==> src/rtl/vram_arb_pkg.sv <==
// Shared types and constants for the VRAM port arbiter.
package vram_arb_pkg;

    localparam int unsigned STREAK_W = 8;
    localparam int unsigned DATA_W   = 16;
    localparam int unsigned MASK_W   = 4;

    // Display reads always fetch the full word.
    localparam logic [MASK_W-1:0] M0_READ_MASK = 4'hF;

    typedef enum logic [1:0] {
        IDLE = 2'd0,
        GNT0 = 2'd1,
        GNT1 = 2'd2
    } grant_state_t;

endpackage

==> src/rtl/vram_arbiter.sv <==
// Arbitrates the single VRAM port between display scanout (m0, fixed
// priority, read-only) and the rasterizer (m1, read/write). A saturating
// streak counter forces one m1 grant after MAX_M0_STREAK contended m0 grants.
module vram_arbiter
    import vram_arb_pkg::*;
#(
    parameter int unsigned MAX_M0_STREAK = 8,
    parameter int unsigned ADDR_W        = 32
) (
    input  logic                clk,
    input  logic                reset_i,

    input  logic                m0_sel_i,
    input  logic [ADDR_W-1:0]   m0_addr_i,
    output logic                m0_ack_o,
    output logic [DATA_W-1:0]   m0_data_o,

    input  logic                m1_sel_i,
    input  logic                m1_wr_i,
    input  logic [MASK_W-1:0]   m1_mask_i,
    input  logic [ADDR_W-1:0]   m1_addr_i,
    input  logic [DATA_W-1:0]   m1_data_i,
    output logic                m1_ack_o,
    output logic [DATA_W-1:0]   m1_data_o,

    output logic                vram_sel_o,
    output logic                vram_wr_o,
    output logic [MASK_W-1:0]   vram_mask_o,
    output logic [ADDR_W-1:0]   vram_addr_o,
    output logic [DATA_W-1:0]   vram_data_out_o,
    input  logic [DATA_W-1:0]   vram_data_in_i,
    input  logic                vram_ack_i,

    output logic [STREAK_W-1:0] m0_streak_o
);

    localparam logic [STREAK_W-1:0] STREAK_MAX = STREAK_W'(MAX_M0_STREAK);

    grant_state_t        state_q, state_d;
    logic [STREAK_W-1:0] streak_q, streak_d;

    // Next grant decision and streak bookkeeping on leaving IDLE.
    always_comb begin
        state_d  = state_q;
        streak_d = streak_q;
        case (state_q)
            IDLE: begin
                if (m0_sel_i && !(m1_sel_i && (streak_q == STREAK_MAX))) begin
                    state_d = GNT0;
                    if (m1_sel_i) begin
                        streak_d = (streak_q < STREAK_MAX) ? streak_q + STREAK_W'(1) : streak_q;
                    end else begin
                        streak_d = '0;
                    end
                end else if (m1_sel_i) begin
                    state_d  = GNT1;
                    streak_d = '0;
                end
            end
            GNT0: begin
                if (vram_ack_i) state_d = IDLE;
            end
            GNT1: begin
                if (vram_ack_i) state_d = IDLE;
            end
            default: begin
                state_d = IDLE;
            end
        endcase
    end

    // Grant state and streak registers; reset abandons any grant in flight.
    always_ff @(posedge clk) begin
        if (reset_i) begin
            state_q  <= IDLE;
            streak_q <= '0;
        end else begin
            state_q  <= state_d;
            streak_q <= streak_d;
        end
    end

    // VRAM request mux and ack steering, selected by the registered grant.
    always_comb begin
        vram_sel_o      = 1'b0;
        vram_wr_o       = 1'b0;
        vram_mask_o     = '0;
        vram_addr_o     = '0;
        vram_data_out_o = '0;
        m0_ack_o        = 1'b0;
        m1_ack_o        = 1'b0;
        case (state_q)
            GNT0: begin
                vram_sel_o  = m0_sel_i;
                vram_mask_o = M0_READ_MASK;
                vram_addr_o = m0_addr_i;
                m0_ack_o    = vram_ack_i;
            end
            GNT1: begin
                vram_sel_o      = m1_sel_i;
                vram_wr_o       = m1_wr_i;
                vram_mask_o     = m1_mask_i;
                vram_addr_o     = m1_addr_i;
                vram_data_out_o = m1_data_i;
                m1_ack_o        = vram_ack_i;
            end
            default: begin
            end
        endcase
    end

    assign m0_data_o   = vram_data_in_i;
    assign m1_data_o   = vram_data_in_i;
    assign m0_streak_o = streak_q;

endmodule

==> config.mk <==
export PLATFORM = sky130hd
export DESIGN_NAME = vram_arbiter
export DESIGN_NICKNAME = d
export VERILOG_FILES = /design/src/rtl/vram_arb_pkg.sv /design/src/rtl/vram_arbiter.sv
export SDC_FILE = /design/constraint.sdc
export NUM_CORES = 1
export LEC_CHECK = 0
export CAP_MARGIN = 30
export CORE_UTILIZATION = 25
export CTS_CLUSTER_SIZE = 8
export DETAILED_ROUTE_END_ITERATION = 7
export HOLD_SLACK_MARGIN = 0.02
export PLACE_DENSITY_LB_ADDON = 0.3
export SETUP_SLACK_MARGIN = 0.02
export SYNTH_ARGS = -nofsm -noshare
export SYNTH_HDL_FRONTEND = slang
export SYNTH_SLANG_ARGS = --single-unit
==> constraint.sdc <==
create_clock -name clk -period 1.8 [get_ports clk]
set_input_delay 0.27 -clock clk [delete_from_list [all_inputs] [get_ports clk]]
set_output_delay 0.27 -clock clk [all_outputs]
set_load 0.05 [all_outputs]
==> impl_metrics.ini <==
[layout]
final_layout_size_suffix_gt1_frac = 0.565
multi_input_area_um2 = 1490
final_cell_mix = clkdlybuf4s50_1, buf_12, nor2b_4, a22oi_2, and2_4
n_antenna_cell = 0
fillers = 333
syn_to_final_growth_pct = 189
nets = 443
regArea_um2 = 208
layout_commonest_cell = clkdlybuf4s50_1

[pwr]
p_leak_nw = 1.53
power_density_nw_per_um2 = 500
ir_drop_mv = 0.350

[global_route]
grt_pass1_wl_um = 11400
grtUsageTotal = 0.243
antenna_found_initial = 0
grt-ovfl-total = 0
grt_max_degree = 20
grt_pass1_vias = 1993

[sta]
setup_violations = 2
period_share = 1.01
worst_slew_pin_slew_ps = 576
maxSlewHeadroom = 0.612
fmax_ghz = 0.551
worst_slack_ps = -14.5
rsz0062_at_grt = yes
worst_clock_skew_ps = 1.15
hold_viol_final = 0
period_needed_ps = 1810
whs_ps = 502
slew_violations = 0

[routing]
dr.pass1.iters = 4
drc_errors = 0
drt-initial-drc-count = 81
via_count = 2106
wire_per_inst_um = 22.9
drt_wl_total_um = 9210
ant_nets = 0
routed_via_density = 5.23

[clock_tree]
cts_num_sinks = 10
cts_tree = yes
insertion_delay_ps = 240
cts_buffers = 3
clk_pin_slew_ps = 50
clockBufferDepth = 2
cts_root_buffer = clkbuf_8
h-tree-depth = 1

[synthesis]
synthTopCellsByArea = a22oi_1, buf_4, nor2b_1
ys_seq_area_frac = 0.136
synth_cell_type_count = 33
synthFlopType = dfxtp_1
ys_warn_count = 0
ys_async_sr_fraction = 0
synth_edf_count = 0
synth_top_cell_by_area = a22oi_1
syn_avg_cell_area_um2 = 7.22
synth_seq_cells = 10
synth.top_cell.area_share = 0.173
syn_nets = 315
synthesis.area_um2 = 1470
syn_inst = 204

[run_status]
violations = negative setup slack
status = finished with violations

[die]
start_util = 0.263
coreArea_um2 = 5610
rows = 27
pin_count = 202
die_h_um = 78.8
die_x_um = 78.8
die-area_um2 = 6200

[setup_path]
cp_slowest_cell = dfxtp_4
rrSetupSlack_ps = 110
slowest_delay_ps = 380
start_kind = flip-flop
critPathKind = flip-flop to output port
worst-path-buf-inv = 3
end_kind = output port
worstPathMaxFanout = 9
critPathTopFamily = flip-flops
critPathRequiredTime_ps = 1530
path_cells = inv_4 -> ha_4 -> clkbuf_16 -> a22oi_2 -> nor2b_4 -> buf_12
arrival_ps = 1540

[place]
dp_slack_ps = 57.1
portBuffers = 153
dpl.hpwl_um = 5400
gp_congestion = 0.911

[hold_path]
hp-class = flip-flop to flip-flop

[flow_run]
maxCapViolations = 0
worst reg2reg max path, stage by stage, from the launching register on:
cell       delay [ps]
dfxtp_4           380
inv_4              50
ha_4              350
clkbuf_16         180
nand2b_1          120
o211a_1           190
a2111oi_2         310
state kept, by name, summed over array words and instances, names as in the netlist:
| signal | count |
|---|---|
| m0_streak_o | 8 |
| state_q | 2 |
cell families after synthesis:
logic type / after synthesis / synth area share
XOR/XNOR: 1 / 0.00595
AND/OR/NAND/NOR: 83 / 0.339
buffers and inverters: 52 / 0.217
adder cells (fa/ha/maj): 5 / 0.0425
flip-flops: 10 / 0.136
AO/OA/AOI/OAI: 53 / 0.260
cell usage after synthesis (2+ instances only):
library cell,n
nor3_1,2
a22oi_1,34
buf_4,33
nor2b_1,37
nand2b_1,2
ha_1,5
nand4b_1,2
dfxtp_1,10
clkbuf_1,12
inv_1,5
o21ai_0,3
nand2_1,6
buf_1,2
and2_1,21
nor2_1,5
a21oi_1,8
metal layers:
metal	wire (um)	global-route usage	vias to the layer above
li1	-	-	934
met1	3240	0.258	1010
met2	4700	0.445	121
met3	779	0.0632	41
met4	495	0.109	0
met5	0	0	-
through the flow:
step / cell area [um^2] / utilization / total power [mW] / instances / setup TNS (ps)
after floorplan: 1720 / - / 1.09 / 204 / -569
after global placement: 3720 / 0.663 / 1.51 / 392 / 0
after detailed placement: 3720 / 0.663 / 1.53 / 392 / 0
after CTS: 4080 / 0.728 / 1.99 / 399 / 0
after global routing: 4260 / 0.760 / 2.20 / 403 / -552
final: 4260 / 0.760 / 2.13 / 403 / -26.5
power by group:
part	internal [mW]	total, mW	switching [mW]
Clock	0.193	0.285	0.0926
Combinational	0.874	1.60	0.728
Sequential	0.229	0.242	0.0126
Total	1.30	2.13	0.833
area by class of cell:
class,count,share of cell area
Sequential cell,10,0.0488
Timing Repair Buffer,170,0.562
Tap cell,72,0.0211
Clock buffer,4,0.0129
Multi-Input combinational cell,142,0.350
Inverter,5,0.00558
repair_timing:
item	CTS	global route
setup endpoints to repair	37	45
hold buffers	0	0
pin swaps	15	3
cloned	3	4
gates resized for setup	49	26
buffers inserted	0	0
endpoints found under the hold margin	0	0
worst paths after layout:
kind         depth (start not counted)                     endpoint                   startpoint
max                                  6              vram_addr_o[14]      state_q[0]$_SDFFE_PP0P_
min                                  1  m0_streak_o[5]$_SDFFE_PP0P_  m0_streak_o[5]$_SDFFE_PP0P_
max reg2reg                          6      state_q[1]$_SDFFE_PP0P_      state_q[0]$_SDFFE_PP0P_
min reg2reg                          1  m0_streak_o[5]$_SDFFE_PP0P_  m0_streak_o[5]$_SDFFE_PP0P_
(Power assumes the default switching activity.)
